--- src/rtl/fir_pkg.sv ---
// Shared constants and FSM state encoding for the FIR tap sequencer.
package fir_pkg;
  localparam int unsigned NUM_TAPS = 64;
  localparam int unsigned DATA_W   = 16;
  localparam int unsigned ADDR_W   = 6;
  localparam logic [3:0]  OP_MUL   = 4'h2;

  typedef enum logic [2:0] {
    ST_IDLE,
    ST_INIT,
    ST_WRITE,
    ST_RUN,
    ST_DRAIN,
    ST_OUT
  } state_e;
endpackage

--- src/rtl/fir_acc.sv ---
// Tap accumulator with synchronous clear; FIR_SAT_EN selects saturating
// signed addition instead of modulo-2^DATA_W wrap.
module fir_acc #(
  parameter int unsigned DATA_W = 16
) (
  input  logic              clk,
  input  logic              reset,
  input  logic              clear,
  input  logic              add_en,
  input  logic [DATA_W-1:0] operand,
  output logic [DATA_W-1:0] acc
);
  logic [DATA_W-1:0] sum_c;

  always_comb begin
    sum_c = acc + operand;
`ifdef FIR_SAT_EN
    // Same-sign operands producing a flipped sign mean signed overflow.
    if ((acc[DATA_W-1] == operand[DATA_W-1]) && (sum_c[DATA_W-1] != acc[DATA_W-1]))
      sum_c = acc[DATA_W-1] ? {1'b1, {(DATA_W-1){1'b0}}} : {1'b0, {(DATA_W-1){1'b1}}};
`endif
  end

  always_ff @(posedge clk) begin
    if (reset)       acc <= '0;
    else if (clear)  acc <= '0;
    else if (add_en) acc <= sum_c;
  end
endmodule

--- src/rtl/fir_tap_sequencer.sv ---
// Sequences one FIR output per accepted sample: history write, NUM_TAPS
// multiply issues, 2-cycle drain, output handshake. FIR_SAT_EN: saturating acc.
module fir_tap_sequencer #(
  parameter int unsigned NUM_TAPS = fir_pkg::NUM_TAPS,
  parameter int unsigned DATA_W   = fir_pkg::DATA_W,
  parameter int unsigned ADDR_W   = fir_pkg::ADDR_W,
  parameter logic [3:0]  OP_MUL   = fir_pkg::OP_MUL
) (
  input  logic              rclk,
  input  logic              reset,
  input  logic              s_valid,
  output logic              s_ready,
  input  logic [DATA_W-1:0] s_data,
  output logic [ADDR_W-1:0] coef_addr,
  output logic              coef_cen,
  output logic              coef_wen,
  output logic [ADDR_W-1:0] hist_addr,
  output logic              hist_cen,
  output logic              hist_wen,
  output logic [DATA_W-1:0] hist_d,
  output logic              alu_en,
  output logic [3:0]        alu_opcode,
  input  logic [DATA_W-1:0] alu_result,
  output logic              y_valid,
  input  logic              y_ready,
  output logic [DATA_W-1:0] y_data,
  output logic              busy
);
  import fir_pkg::*;

  localparam logic [ADDR_W-1:0] K_LAST = ADDR_W'(NUM_TAPS - 1);

  state_e            state, state_n;
  logic [ADDR_W-1:0] k, k_n;
  logic [ADDR_W-1:0] wptr, wptr_n;
  logic [DATA_W-1:0] sample, sample_n;
  logic              init_pending, init_pending_n;
  logic              issue_d1, issue_d2;
  logic              acc_clear_c;

  logic              s_ready_n, coef_cen_n, hist_cen_n, hist_wen_n;
  logic              alu_en_n, y_valid_n, busy_n;
  logic [ADDR_W-1:0] coef_addr_n, hist_addr_n;
  logic [DATA_W-1:0] hist_d_n;
  logic [3:0]        alu_opcode_n;

  assign coef_wen    = 1'b1;
  assign acc_clear_c = (state == ST_WRITE);

  // State, counters and registered outputs (outputs track the next state).
  always_ff @(posedge rclk) begin
    if (reset) begin
      state        <= ST_IDLE;
      k            <= '0;
      wptr         <= '0;
      sample       <= '0;
      init_pending <= 1'b1;
      issue_d1     <= 1'b0;
      issue_d2     <= 1'b0;
      s_ready      <= 1'b0;
      coef_addr    <= '0;
      coef_cen     <= 1'b1;
      hist_addr    <= '0;
      hist_cen     <= 1'b1;
      hist_wen     <= 1'b1;
      hist_d       <= '0;
      alu_en       <= 1'b0;
      alu_opcode   <= '0;
      y_valid      <= 1'b0;
      busy         <= 1'b0;
    end else begin
      state        <= state_n;
      k            <= k_n;
      wptr         <= wptr_n;
      sample       <= sample_n;
      init_pending <= init_pending_n;
      issue_d1     <= (state == ST_RUN);
      issue_d2     <= issue_d1;
      s_ready      <= s_ready_n;
      coef_addr    <= coef_addr_n;
      coef_cen     <= coef_cen_n;
      hist_addr    <= hist_addr_n;
      hist_cen     <= hist_cen_n;
      hist_wen     <= hist_wen_n;
      hist_d       <= hist_d_n;
      alu_en       <= alu_en_n;
      alu_opcode   <= alu_opcode_n;
      y_valid      <= y_valid_n;
      busy         <= busy_n;
    end
  end

  // Next-state, tap counter and write-pointer logic.
  always_comb begin
    state_n        = state;
    k_n            = k;
    wptr_n         = wptr;
    sample_n       = sample;
    init_pending_n = init_pending;
    case (state)
      ST_IDLE: begin
        if (init_pending) begin
          state_n        = ST_INIT;
          init_pending_n = 1'b0;
          k_n            = '0;
        end else if (s_valid) begin
          sample_n = s_data;
          state_n  = ST_WRITE;
        end
      end
      ST_INIT: begin
        k_n = k + ADDR_W'(1);
        if (k == K_LAST) begin
          state_n = ST_IDLE;
          k_n     = '0;
        end
      end
      ST_WRITE: begin
        k_n     = '0;
        state_n = ST_RUN;
      end
      ST_RUN: begin
        k_n = k + ADDR_W'(1);
        if (k == K_LAST) begin
          state_n = ST_DRAIN;
          k_n     = '0;
        end
      end
      ST_DRAIN: begin
        k_n = k + ADDR_W'(1);
        if (k == ADDR_W'(1)) begin
          state_n = ST_OUT;
          k_n     = '0;
          wptr_n  = wptr + ADDR_W'(1);
        end
      end
      ST_OUT: begin
        if (y_ready) state_n = ST_IDLE;
      end
      default: state_n = ST_IDLE;
    endcase
  end

  // Output values for the upcoming state; the init sweep zeroes history.
  always_comb begin
    s_ready_n    = 1'b0;
    coef_addr_n  = '0;
    coef_cen_n   = 1'b1;
    hist_addr_n  = '0;
    hist_cen_n   = 1'b1;
    hist_wen_n   = 1'b1;
    hist_d_n     = '0;
    alu_en_n     = 1'b0;
    alu_opcode_n = '0;
    y_valid_n    = 1'b0;
    busy_n       = 1'b1;
    case (state_n)
      ST_IDLE: begin
        s_ready_n = 1'b1;
        busy_n    = 1'b0;
      end
      ST_INIT: begin
        hist_cen_n  = 1'b0;
        hist_wen_n  = 1'b0;
        hist_addr_n = k_n;
      end
      ST_WRITE: begin
        hist_cen_n  = 1'b0;
        hist_wen_n  = 1'b0;
        hist_addr_n = wptr_n;
        hist_d_n    = sample_n;
      end
      ST_RUN: begin
        coef_cen_n   = 1'b0;
        hist_cen_n   = 1'b0;
        coef_addr_n  = k_n;
        hist_addr_n  = wptr_n - k_n;
        alu_en_n     = 1'b1;
        alu_opcode_n = OP_MUL;
      end
      ST_OUT:  y_valid_n = 1'b1;
      default: ;
    endcase
  end

  // Products return two cycles after issue (RAM read + ALU register).
  fir_acc #(.DATA_W(DATA_W)) u_acc (
    .clk     (rclk),
    .reset   (reset),
    .clear   (acc_clear_c),
    .add_en  (issue_d2),
    .operand (alu_result),
    .acc     (y_data)
  );
endmodule

--- config.mk ---
export PLATFORM = sky130hd
export DESIGN_NAME = fir_tap_sequencer
export DESIGN_NICKNAME = d
export VERILOG_FILES = /design/src/rtl/fir_pkg.sv /design/src/rtl/fir_acc.sv /design/src/rtl/fir_tap_sequencer.sv
export SDC_FILE = /design/constraint.sdc
export NUM_CORES = 1
export LEC_CHECK = 0
export BUFFER_PORTS_ARGS = -buffer_cell sky130_fd_sc_hd__buf_2
export CORE_AREA = 2 2 66 131
export DETAILED_ROUTE_END_ITERATION = 8
export DIE_AREA = 0 0 68 133
export GPL_TIMING_DRIVEN = 0
export HOLD_SLACK_MARGIN = 0.02
export PLACE_DENSITY = 0.69
export SYNTH_ARGS = -nofsm -noshare
export SYNTH_HDL_FRONTEND = slang
export SYNTH_HIERARCHICAL = 1
export SYNTH_SLANG_ARGS = --single-unit
--- constraint.sdc ---
create_clock -name rclk -period 7 [get_ports rclk]
set_input_delay 1.05 -clock rclk [delete_from_list [all_inputs] [get_ports rclk]]
set_output_delay 1.05 -clock rclk [all_outputs]
set_load 0.03 [all_outputs]
* After elaboration in Yosys (flattened, before gate mapping) *
Index checks and enable logic that the tools add are counted.

word-level totals
  flip-flop bits (word level) = 89
  input port bits = 36
  output and inout port bits = 56
  word-level logic and storage cells = 69

cells by class
  $add $sub $neg = 4
  equal/unequal tests = 11
  muxes and demuxes = 25
  bitwise logic cells = 2
  reductions and logical operators = 8

operator list
  kind                                                              count
  16-bit two-way mux                                                3
  6-bit two-way mux                                                 5
  6-bit case mux with 4 select lines                                1
  3-bit two-way mux                                                 6
  3-bit case mux with 6 select lines                                1
  6-bit case mux with 3 select lines                                1
  16-bit adder                                                      1
  6-bit by 1-bit adder with 6-bit output (second input constant)    2
  3-bit by 2-bit == test with 1-bit output (second input constant)  4
  2-bit OR reduction                                                5
  3-bit == test (second input constant)                             3
  1-bit two-way mux                                                 7
  3-bit by 1-bit == test with 1-bit output (second input constant)  2
  6-bit by 1-bit == test with 1-bit output (second input constant)  1
  6-bit == test (second input constant)                             1
  3-bit logical NOT                                                 2
  6-bit subtractor                                                  1
  3-bit OR reduction                                                1
  2-bit two-way mux                                                 1
  1-bit NOT                                                         2

* Depth between registers and ports, before layout *
Gate-level depths: netlist of run 1.

  word-level depth = 6
  mapped depth = 15

* Cells and area by module *
The synthesis of run 1 kept the hierarchy.

modules (own cells, without submodules)
  module             times used  cells each  area an instance (µm²)  sequential area each (µm²)
  fir_tap_sequencer  1           249         2,237.1                 1,061.0
  fir_acc            1           154         1,330.0                 320.3

* Worst setup path after synthesis of run 1 *
Ideal clock, no wire load.

  kind = input -> register
  start = in alu_result[0]
  end = reg u_acc.acc[12]
  setup time = 62 ps
  data arrival time = 2,733 ps
  data required time = 6,938 ps
  slack = 4,205 ps
  cell stages on the path = 8
  buffers on the path = 0
  cell sequence = ha_1 -> fa_1 -> a21oi_1 -> o21ai_1 -> a221oi_2 -> o21ai_1 -> a211o_1 -> nand3_1

between the ends
  longest elaborated chain between the ends = 1

RTL lines
  element               line                     RTL
  from (decl)           fir_tap_sequencer.sv:23  input logic [DATA_W-1:0] alu_result,
  16-bit adder          fir_acc.sv:16            sum_c = acc + operand;
  to (signal assigned)  fir_acc.sv:27            else if (add_en) acc <= sum_c;
  to (decl)             fir_acc.sv:11            output logic [DATA_W-1:0] acc

Every way passes these cells.
A chain may end at the register's enable or synchronous reset.

* Worst setup path after layout of run 1 *
  start = reg k[0]
  end = reg hist_addr[5]

between the ends
  longest elaborated chain between the ends = 5
  elaborated cells on any way between the ends = 18
  those cells by class = add/sub (2); eq/ne (5); mux (11)

RTL lines
  element                                                               line                                                                          RTL
  from (decl)                                                           fir_tap_sequencer.sv:34                                                       logic [ADDR_W-1:0] k, k_n;
  from (signal assigned)                                                fir_tap_sequencer.sv:73                                                       k <= k_n;
  6-bit by 1-bit adder with 6-bit output, or another cell as far along  fir_tap_sequencer.sv:112, fir_tap_sequencer.sv:123, fir_tap_sequencer.sv:130
  6-bit two-way mux, or another cell as far along                       fir_tap_sequencer.sv:131                                                      if (k == ADDR_W'(1)) begin
  6-bit case mux with 4 select lines, or another cell as far along      fir_tap_sequencer.sv:100                                                      case (state)
  6-bit subtractor, or another cell as far along                        fir_tap_sequencer.sv:177                                                      hist_addr_n = wptr_n - k_n;
  6-bit case mux with 3 select lines *                                  fir_tap_sequencer.sv:157                                                      case (state_n)
  to (signal assigned)                                                  fir_tap_sequencer.sv:82                                                       hist_addr <= hist_addr_n;
  to (decl)                                                             fir_tap_sequencer.sv:17                                                       output logic [ADDR_W-1:0] hist_addr,

Mark *: on every way between the ends. The rest lies on a longest branch, timed or not.

==> out/qor.txt, run 1 <==
Status -> complete, no violations
Routability Congestion -> 0.846
Cell taking the most area after synthesis -> dfxtp_1
Worst Skew -> 0.00719 ns
Asr flop ratio synth -> 0
Arrival time at the worst endpoint -> 3.36 ns
Hold Crit Class -> reg -> reg
Yosys Warn Count -> 6
Routed WL -> 7.96 mm
Layout cells sized above 1 -> 0.262
Max-Cap Viols -> 0
First-pass GRT wire length -> 13.0 mm
WP data required -> 7.21 ns
Hold Slack -> 0.441 ns
Initial antenna violation count -> 0
FF+latch count, synth -> 69
Final setup fails -> 0
Reg2reg end -> hist_addr[5]
Count of cell types in the netlist -> 63
Synth Area in Compound Gates -> 0.159
Register area share after synthesis -> 0.387
Max Clock Freq -> 318 MHz
Total Routing Usage GR -> 0.186
First-pass DRT Iterations -> 4
Area contributors post-synth -> dfxtp_1 (39%), ha_1 (8.1%), nor2_1 (5.2%)
Ys flop type -> dfxtp_1
Post-cts resize count -> 0
H-Tree Depth -> 3
Min Tclk post-route -> 3.15 ns
Slowest cell on the critical path -> dfxtp_1
CP Max Fanout -> 6
Post-Synthesis Cell Area -> 3570 µm²
Final hold vios -> 0
Maximum vdd ir drop -> 182 µV
Largest net degree at the start of global routing -> 14
Vias -> 3,162
Area after DPL -> 4130 µm²
Worst Tran Pin Value -> 0.705 ns
DRC Markers -> 0
Tcrit/Tclk final -> 0.450
Worst Slack Setup Final -> 3.85 ns
Crit path to -> hist_addr[5]
Dpl hpwl -> 6.04 mm
Worst-path cell chain -> ha_1 > nand2b_1 > nor4_1 > o22ai_2 > a22oi_1 > ha_1 > o21ai_1 > a21oi_1 > o21ai_0 > nand2b_1 > xnor3_1 > nand2_1 > a21oi_2
Max Slew Vio Count -> 0
Clock Tree Buf Depth -> 2
TNS Setup -> 0 ns
Layout net count -> 564
Row Count -> 47
Ports -> 92
DIE WIDTH -> 68 µm
Post-CTS Setup Bufs -> 0
Drt wl/cell -> 13.1 µm
Synth top area share -> 0.387
Remaining global-route overflow -> 0
Clock Tree Root -> clkbuf_16
Synth Area in XOR/XNOR -> 0.0481
Relative slew slack -> 0.530
Die ar. -> 9040 µm²
Static Leak -> 2.02 nW
Vias in the first global route -> 2,808
Die H -> 133 µm
Reg2reg start -> k[0]
Post-Synth Adder-Cell Area -> 0.0919
CP Depth -> 13
CTS tree -> yes
Diode count -> 0
Reg2Reg Depth -> 13
Worst path top cell family by delay -> compound AO/OA/AOI/OAI gates
Buf/Inv on CP -> 0
Worst skew pair latency -> 0.33 ns
Cell area after layout -> 4430 µm²
Clock transition at the registers of the reported paths -> 0.06 ns
Max incr delay on CP -> 0.44 ns
# hold bufs at CTS -> 0
Critical Path Source -> k[0]
Starting Density -> 0.440
CTS sink count -> 69
Fin util -> 0.546
Total CTS buffers -> 9
Power per cell area -> 218 nW/µm²
Flop2flop setup slack -> 3.85 ns
WS Path Type -> reg -> reg
Syn avg cell area -> 8.85 µm²
Worst slack at placement -> 3.88 ns
CP endpoint kind -> flop
Via density per instance -> 5.22
Synth Area in Simple Gates -> 0.237
Mux share of post-synthesis cell area -> 0.0312
Worst Setup Start Kind -> flop
Largest family of logic cells by synthesized area -> simple AND/OR/NAND/NOR gates
Core area -> 8120 µm²
RSZ-0062 raised after global routing -> false
Area Growth Syn to Fin -> 24.2%
PortBufs -> 87
Post-route ant nets -> 0
Number of synthesized flops with an enable pin -> 0
First DRT Iteration DRCs -> 185
Post-Syn Instances -> 403
[cell usage after synthesis, drive strengths merged, types with 2 or more instances]
library cell / instances
a211o: 2
a211oi: 5
a21o: 7
a21oi: 17
a221oi: 5
a22oi: 4
a31oi: 5
and2: 2
and3: 7
buf: 10
clkbuf: 14
conb: 2
dfxtp: 69
fa: 2
ha: 23
inv: 7
mux2i: 10
nand2: 34
nand2b: 11
nand3: 13
nand4: 6
nor2: 49
nor2b: 10
nor3: 23
nor4: 5
o211a: 2
o211ai: 3
o21a: 4
o21ai: 16
o21bai: 2
o22ai: 2
o31ai: 2
or2: 3
or3: 2
xnor2: 11
xor2: 6
[power by group]
group	switching, W	total, W	internal [W]
clock network	0.000170	0.000446	0.000276
logic	0.0000715	0.000116	0.0000449
registers	0.00000477	0.000406	0.000401
[final cells by class]
| type | instances | area, µm² |
|---|---|---|
| repair buffers | 87 | 435 |
| multi-input cells | 304 | 2040 |
| well taps | 98 | 123 |
| plain buffers | 24 | 123 |
| fillers | 766 | 3680 |
| clock inverters | 7 | 73.8 |
| clock buffers | 9 | 225 |
| inverters | 8 | 31.3 |
| flip-flops and latches | 69 | 1380 |
[per-layer routing]
metal	vias to the layer above	routed length, µm	global-route usage
met5	-	0	0
met1	1450	3560	0.245
met2	80	3850	0.287
met3	9	418	0.0417
met4	0	130	0.0767
li1	1623	-	-
[layout by cell type, fill, tap and decap left out, types with 9 or more instances in the layout]
cell type	count
a21oi_1	15
buf_2	89
clkbuf_1	14
clkbuf_16	9
dfxtp_1	69
ha_1	23
mux2i_1	10
nand2_1	33
nand2b_1	10
nand3_1	13
nor2_1	49
nor2b_1	10
nor3_1	21
xnor2_1	11
[kinds of logic (layout without fill, tap and decap cells)]
kind of cell / after synthesis / after routing
and+or+nand+nor: 167 / 167
AOI/OAI and AO/OA: 79 / 79
DFF: 69 / 69
buffers and inverters: 32 / 135
adders and majority gates: 25 / 25
xor gates and xnor gates: 18 / 18
muxes: 11 / 11
other: 2 / 4
[per-stage QoR]
| step | instances | total power (W) |
|---|---|---|
| 5_1_grt | 606 | 0.00101 |
| 4_1_cts | 606 | 0.000979 |
| 3_3_place_gp | 590 | 0.000530 |
| 2_1_floorplan | 405 | 0.000498 |
| 6_report | 606 | 0.000968 |
| 3_5_place_dp | 590 | 0.000531 |
[sequential cells by signal (all words and copies together) (netlist names), 3 cells and up]
| signal | flops |
|---|---|
| coef_addr | 6 |
| hist_addr | 6 |
| hist_d | 16 |
| k | 6 |
| state | 3 |
| u_acc/acc | 16 |
| wptr | 6 |
[worst min path at each step]
| stage | startpoint | endpoint | slack [ns] | cells past startpoint |
|---|---|---|---|---|
| 2_1_floorplan | issue_d1 | issue_d2 | 0.41 | 1 |
| 3_3_place_gp | issue_d1 | issue_d2 | 0.42 | 1 |
| 3_5_place_dp | issue_d1 | issue_d2 | 0.43 | 1 |
| 4_1_cts | issue_d1 | issue_d2 | 0.45 | 1 |
| 5_1_grt | issue_d1 | issue_d2 | 0.46 | 1 |
| 6_report | issue_d1 | issue_d2 | 0.44 | 1 |
Power figures use the tool's default switching activity.
==> inputs of run 2 (changes only) <==
--- a/config.mk
+++ b/config.mk
@@ -5,13 +5,14 @@
 export SDC_FILE = /design/constraint.sdc
 export NUM_CORES = 1
 export LEC_CHECK = 0
+export ABC_AREA = 1
 export BUFFER_PORTS_ARGS = -buffer_cell sky130_fd_sc_hd__buf_2
-export CORE_AREA = 2 2 66 131
+export CORE_AREA = 2 2 74 146
 export DETAILED_ROUTE_END_ITERATION = 8
-export DIE_AREA = 0 0 68 133
+export DIE_AREA = 0 0 76 148
 export GPL_TIMING_DRIVEN = 0
 export HOLD_SLACK_MARGIN = 0.02
-export PLACE_DENSITY = 0.69
+export PLACE_DENSITY = 0.66
 export SYNTH_ARGS = -nofsm -noshare
 export SYNTH_HDL_FRONTEND = slang
 export SYNTH_HIERARCHICAL = 1
==> constraint.sdc (replaced) <==
create_clock -name rclk -period 3.2 [get_ports rclk]
set_input_delay 0.48 -clock rclk [delete_from_list [all_inputs] [get_ports rclk]]
set_output_delay 0.48 -clock rclk [all_outputs]
set_load 0.03 [all_outputs]
==> run 2 against run 1 <==
  * Final area increased by 21%
  * Sequential share of layout area increased by 0.47 points
  * Synthesized cell count increased by 51%
==> out/qor.txt, run 2 <==
Worst slack at placement -> 0.269 ns (-3.61 ns)
H-Tree Depth -> 3 (unchanged)
Max-Cap Viols -> 0 (unchanged)
Most common cell after layout, fill and taps aside -> nand2_1
Row Count -> 52 (+11%)
Largest net degree at the start of global routing -> 16 (+2)
Reg2reg start -> k[1]
Layout net count -> 771 (+37%)
Multi-input gate area -> 2170 µm² (+6.4%)
DRC Markers -> 0 (unchanged)
Static Leak -> 2.95 nW (+46%)
Worst Tran Pin Value -> 0.577 ns (-0.128 ns)
Relative slew slack -> 0.615 (+0.0854)
Top flop regs -> hist_d: 16 flops, sample: 16 flops, u_acc/acc: 16 flops
Yosys Warn Count -> 6 (unchanged)
Ports -> 92 (unchanged)
Worst Setup Start Kind -> flop
WP data required -> 3.43 ns (-3.78 ns)
Layout cells sized above 1 -> 0.213 (-0.0492)
Min Tclk post-route -> 2.95 ns (-0.198 ns)
Max Slew Vio Count -> 0 (unchanged)
Dpl hpwl -> 8.67 mm (+44%)
Starting Density -> 0.437 (-0.00222)
Cell Int Power -> 0.00208 W (+190%)
FF+latch count, synth -> 85 (+23%)
Switching power -> 0.000832 W (+240%)
Routed WL -> 10.8 mm (+36%)
Final setup fails -> 0 (unchanged)
Vias -> 4,017 (+27%)
Post-Synth Adder-Cell Area -> 0.0743 (-0.0176)
Cell taking the most area after synthesis -> dfxtp_1
DIE WIDTH -> 76 µm (+12%)
Initial antenna violation count -> 0 (unchanged)
TNS Setup -> 0 ns (unchanged)
Arrival time at the worst endpoint -> 3.18 ns (-0.18 ns)
Post-Syn Instances -> 610 (+51%)
Mux share of post-synthesis cell area -> 0.0204 (-0.0108)
First DRT Iteration DRCs -> 107 (-42%)
Reg2Reg Depth -> 16 (+3)
RSZ-0062 raised after global routing -> false
Synth Area in Compound Gates -> 0.0729 (-0.0860)
Worst Skew -> 0.00839 ns (+0.00119 ns)
Routability Congestion -> 0.880 (+4.0%)
Asr flop ratio synth -> 0 (unchanged)
Post-CTS Setup Bufs -> 0 (unchanged)
Diode count -> 0 (unchanged)
CP Max Fanout -> 4 (-2)
Synth Area in XOR/XNOR -> 0.0216 (-0.0265)
Number of synthesized flops with an enable pin -> 0 (unchanged)
WS Path Type -> reg -> reg
Area contributors post-synth -> dfxtp_1 (39%), nand2_1 (11%), inv_1 (8.4%)
Most common cell in the netlist -> nand2_1
Switching Fraction -> 0.285 (+0.0314)
Vias in the first global route -> 4,046 (+44%)
CTS tree -> yes
Largest family of logic cells by synthesized area -> simple AND/OR/NAND/NOR gates
Filler instances -> 1,010 (+32%)
Clock transition at the registers of the reported paths -> 0.06 ns (about the same)
Drt wl/cell -> 12.7 µm (-3.1%)
Part of the power in the clock network -> 0.422 (-0.039)
First-pass GRT wire length -> 18.3 mm (+41%)
Power per cell area -> 542 nW/µm² (+150%)
Maximum vdd ir drop -> 516 µV (+180%)
Reg2reg end -> hist_addr[4]
# hold bufs at CTS -> 0 (unchanged)
CP endpoint kind -> flop
Combinational group share of total power -> 0.186 (+0.066)
First-pass DRT Iterations -> 5 (+1)
Synth Area in Simple Gates -> 0.300 (+0.0621)
Worst skew pair latency -> 0.34 ns (about the same)
Clock Tree Buf Depth -> 2 (unchanged)
Die ar. -> 11,200 µm² (+24%)
Hold Crit Class -> in -> reg
Sequential Area -> 1700 µm² (+23%)
Synth top area share -> 0.386 (-0.00142)
Via density per instance -> 4.73 (-9.4%)
Count of cell types in the netlist -> 47 (-25%)
Post-cts resize count -> 0 (unchanged)
Status -> complete, no violations
Post-route ant nets -> 0 (unchanged)
CTS sink count -> 85 (+23%)
Reg power frac -> 0.392 (-0.027)
Flop2flop setup slack -> 0.25 ns (-3.60 ns)
Final hold vios -> 0 (unchanged)
Tcrit/Tclk final -> 0.922 (+0.472)
Syn avg cell area -> 7.23 µm² (-18%)
Hold Startpoint -> s_data[0]
Max Clock Freq -> 339 MHz (+6.7%)
Top post-synthesis cells by count -> nand2_1 (129), inv_1 (99), nor2_1 (93)
Worst Slack Setup Final -> 0.249 ns (-3.60 ns)
Total Routing Usage GR -> 0.202 (+0.0162)
Ys flop type -> dfxtp_1
Register area share after synthesis -> 0.386 (-0.00142)
Min-Delay Path Depth -> 3 (+2)
Most frequent cells in the layout -> nand2_1 (129), inv_1 (99), nor2_1 (93), buf_2 (91), dfxtp_1 (85)
Hold endpoint -> hist_d[0]
Clock Tree Root -> clkbuf_16
Core area -> 10,100 µm² (+24%)
Die H -> 148 µm (+11%)
Post-Synthesis Cell Area -> 4410 µm² (+24%)
Remaining global-route overflow -> 0 (unchanged)
Total CTS buffers -> 9 (unchanged)
Area Growth Syn to Fin -> 22.0%
PortBufs -> 87 (unchanged)
[run 2: cell count changes in the layout (fill, tap and decap cells not counted), moves of 7 or more]
cell	delta
inv_1	+92
nor2_1	+44
dfxtp_1	+16
nand2b_1	-10
nor2b_1	-10
nand2_1	+96
inv_2	+8
nor3_1	-14
clkbuf_1	-9
o21ai_1	-7
nand3_1	+21
[run 2: through the flow]
stage | power, W | utilization | area, µm² | hold WS, ns | cells
3_3_place_gp | 0.00170 | 0.498 | 5020 | 0.398 | 834
4_1_cts | 0.00296 | 0.533 | 5380 | 0.384 | 850
5_1_grt | 0.00306 | 0.533 | 5380 | 0.388 | 850
2_1_floorplan | 0.00156 | - | 4420 | 0.388 | 612
6_report | 0.00292 | 0.533 | 5380 | 0.394 | 850
3_5_place_dp | 0.00171 | 0.498 | 5020 | 0.398 | 834
[run 2: logic make-up after synthesis]
| group | count (synthesis) |
|---|---|
| AOI/OAI and AO/OA | 52 |
| xor gates and xnor gates | 10 |
| adders and majority gates | 25 |
| buffers and inverters | 127 |
| DFF | 85 |
| muxes | 9 |
| other | 2 |
| and+or+nand+nor | 300 |
[run 2: worst max path at each step]
stage / slack (ns) / end / start / cells after the start
3_3_place_gp: 0.33 / hist_addr[4] / k[1] / 16
6_report: 0.25 / hist_addr[4] / k[1] / 16
2_1_floorplan: 0.76 / hist_addr[2] / k[0] / 14
3_5_place_dp: 0.27 / hist_addr[4] / k[1] / 16
5_1_grt: 0.04 / hist_addr[5] / k[0] / 18
4_1_cts: 0.25 / hist_addr[4] / k[1] / 16
[run 2: power groups by stage]
stage / clock [W] / sequential, W / combinational (W)
finish: 0.00123 / 0.00114 / 0.000542
global route: 0.00131 / 0.00115 / 0.000601
CTS: 0.00126 / 0.00115 / 0.000547
detailed placement: 0 / 0.00117 / 0.000544
global placement: 0 / 0.00117 / 0.000535
floorplan: 0 / 0.00123 / 0.000331
[run 2: critical path: stages (launching register included)]
cell,delay (ns)
dfxtp_1,0.38
inv_1,0.06
ha_1,0.18
nand3_2,0.14
nand2_1,0.07
nand2_1,0.15
inv_1,0.10
o31ai_2,0.36
ha_1,0.22
inv_1,0.08
fa_1,0.41
a21oi_1,0.14
o21ai_0,0.10
xnor2_1,0.24
o211ai_1,0.12
nand2_1,0.08
inv_1,0.04
[run 2: layout make-up]
class                           instances  share of cell area
Buffer                                 19              0.0237
Clock buffer                           10              0.0444
Clock inverter                          6              0.0219
Inverter                              108              0.0777
Multi-Input combinational cell        400               0.404
Sequential cell                        85               0.316
Tap cell                              135              0.0314
Timing Repair Buffer                   87              0.0809
[run 2: per-layer routing]
metal,track usage,share of wire,routed length (µm)
met1,0.184,0.35,3740
met2,0.413,0.58,6230
met3,0.0330,0.035,379
met4,0.106,0.043,468
met5,0,0,0
==> inputs of run 3 (changes only) <==
--- a/config.mk
+++ b/config.mk
@@ -7,12 +7,15 @@
 export LEC_CHECK = 0
 export ABC_AREA = 1
 export BUFFER_PORTS_ARGS = -buffer_cell sky130_fd_sc_hd__buf_2
-export CORE_AREA = 2 2 74 146
+export CELL_PAD_IN_SITES_DETAIL_PLACEMENT = 0
+export CELL_PAD_IN_SITES_GLOBAL_PLACEMENT = 2
+export CORE_AREA = 2 2 89 177
+export CTS_CLUSTER_SIZE = 10
 export DETAILED_ROUTE_END_ITERATION = 8
-export DIE_AREA = 0 0 76 148
+export DIE_AREA = 0 0 91 179
 export GPL_TIMING_DRIVEN = 0
 export HOLD_SLACK_MARGIN = 0.02
-export PLACE_DENSITY = 0.66
+export PLACE_DENSITY_LB_ADDON = 0.1
 export SYNTH_ARGS = -nofsm -noshare
 export SYNTH_HDL_FRONTEND = slang
 export SYNTH_HIERARCHICAL = 1
==> run 3 against run 2 <==
  * Utilization down 18 points
  * Count of clock-buffer cells in the layout did not move
  * Combinational power about the same
  * Via count shrank 4.0%
  * Maximum frequency grew 3.4%
==> out/qor.txt, run 3 (synthesized netlist as in run 2, its figures left out) <==
Status -> complete, no violations
CP Max Fanout -> 4 (unchanged)
Remaining global-route overflow -> 0 (unchanged)
Tcrit/Tclk final -> 0.892 (-0.0306)
RSZ-0062 raised after global routing -> false
Ports -> 92 (unchanged)
Max incr delay on CP -> 0.39 ns (-0.02 ns)
Worst Setup Start Kind -> flop
CTS tree -> yes
Vias in the first global route -> 3,772 (-6.8%)
Post-CTS Setup Bufs -> 0 (unchanged)
Area Growth Syn to Fin -> 22.0% (about the same)
Worst Skew -> 0.00710 ns (-0.00129 ns)
Final setup fails -> 0 (unchanged)
# hold bufs at CTS -> 0 (unchanged)
First-pass GRT wire length -> 19.0 mm (+3.8%)
Max-Cap Viols -> 0 (unchanged)
First-pass DRT Iterations -> 7 (+2)
Drt wl/cell -> 12.6 µm (-0.93%)
Largest net degree at the start of global routing -> 16 (unchanged)
Dpl hpwl -> 8.88 mm (+2.4%)
Row Count -> 64 (+23%)
Initial antenna violation count -> 0 (unchanged)
Relative slew slack -> 0.642 (+0.0269)
First DRT Iteration DRCs -> 137 (+28%)
Max Clock Freq -> 351 MHz (+3.4%)
Final hold vios -> 0 (unchanged)
Worst Slack Setup Final -> 0.347 ns (+0.0978 ns)
Vias -> 3,857 (-4.0%)
H-Tree Depth -> 3 (unchanged)
Core area -> 15,100 µm² (+49%)
Die H -> 179 µm (+21%)
Starting Density -> 0.293 (-0.144)
Clock Tree Buf Depth -> 2 (unchanged)
Worst slack at placement -> 0.311 ns (+0.0422 ns)
Slowest cell on the critical path -> fa_1
CP endpoint kind -> flop
Layout net count -> 771 (unchanged)
Max Slew Vio Count -> 0 (unchanged)
Min Tclk post-route -> 2.85 ns (-0.0978 ns)
Layout cells sized above 1 -> 0.211 (-0.00110)
Post-cts resize count -> 0 (unchanged)
Most frequent cells in the layout -> nand2_1 (129), inv_1 (99), nor2_1 (93), buf_2 (91), dfxtp_1 (85)
Most common cell after layout, fill and taps aside -> nand2_1
Arrival time at the worst endpoint -> 3.15 ns (-0.03 ns)
WS Path Type -> reg -> reg
Via density per instance -> 4.23 (-11%)
Clock transition at the registers of the reported paths -> 0.07 ns (about the same)
Hold Crit Class -> in -> reg
TNS Setup -> 0 ns (unchanged)
WP data required -> 3.50 ns (+0.07 ns)
Die ar. -> 16,300 µm² (+45%)
DRC Markers -> 0 (unchanged)
Post-route ant nets -> 0 (unchanged)
Routability Congestion -> 0.787 (-11%)
Total Routing Usage GR -> 0.149 (-0.0534)
DIE WIDTH -> 91 µm (+20%)
Static Leak -> 2.92 nW (-1.0%)
Power per cell area -> 501 nW/µm² (-7.6%)
CTS sink count -> 85 (unchanged)
Total CTS buffers -> 9 (unchanged)
CP dominant cell by count -> inv_1
PortBufs -> 87 (unchanged)
Worst-path cell chain -> inv_1 > ha_1 > nand3_2 > nand2_1 > nand2_1 > inv_1 > o31ai_2 > ha_1 > inv_1 > fa_1 > a21oi_1 > o21ai_0 > xnor2_1 > o211ai_1 > nand2_1 > inv_1
Worst skew pair latency -> 0.34 ns (about the same)
Clock Tree Root -> clkbuf_16
Diode count -> 0 (unchanged)
Worst Tran Pin Value -> 0.537 ns (-0.0404 ns)
Top flop regs -> hist_d: 16 flops, sample: 16 flops, u_acc/acc: 16 flops
Maximum vdd ir drop -> 270 µV (-48%)
Routed WL -> 11.5 mm (+6.3%)
[run 3: worst paths after layout]
kind	from	end	slack (ns)	cells past startpoint
max reg2reg	k[1]	hist_addr[4]	0.35	16
min	s_data[0]	hist_d[0]	0.38	3
min reg2reg	issue_d1	issue_d2	0.43	2
max	k[1]	hist_addr[4]	0.35	16
[run 3: report_power, final]
group,switching (W),internal [W]
logic,0.000368,0.000173
clock network,0.000457,0.000554
registers,0.0000246,0.00112
[run 3: layout make-up]
type	count	area (µm²)
Inverter	108	418
Timing Repair Buffer	87	435
Sequential cell	85	1700
Clock inverter	5	42.5
Buffer	19	128
Clock buffer	10	239
Tap cell	198	248
Fill cell	1716	9670
Multi-Input combinational cell	400	2170
[run 3: worst max-delay path: cells and delay by family (launching register included)]
family	cells	cell delay (ns)
AND/OR/NAND/NOR	4	0.42
buffers and inverters	4	0.26
flip-flops	1	0.38
XOR/XNOR	1	0.14
adder cells (fa/ha/maj)	3	0.81
AO/OA/AOI/OAI	4	0.80
[run 3: per-stage QoR]
stage	instance area (µm²)	hold WS (ns)	utilization	instances	power, W
2_1_floorplan	4420	0.388	-	612	0.00156
3_3_place_gp	5100	0.433	0.339	897	0.00172
3_5_place_dp	5100	0.432	0.339	897	0.00172
4_1_cts	5380	0.357	0.358	912	0.00277
5_1_grt	5380	0.375	0.358	912	0.00286
6_report	5380	0.383	0.358	912	0.00270
[run 3: layer usage]
| layer | vias up | global-route usage | part of all wire |
|---|---|---|---|
| met3 | 10 | 0.0349 | 0.046 |
| met2 | 77 | 0.235 | 0.46 |
| met4 | 0 | 0.0606 | 0.015 |
| li1 | 2085 | - | - |
| met5 | - | 0 | 0 |
| met1 | 1685 | 0.195 | 0.48 |
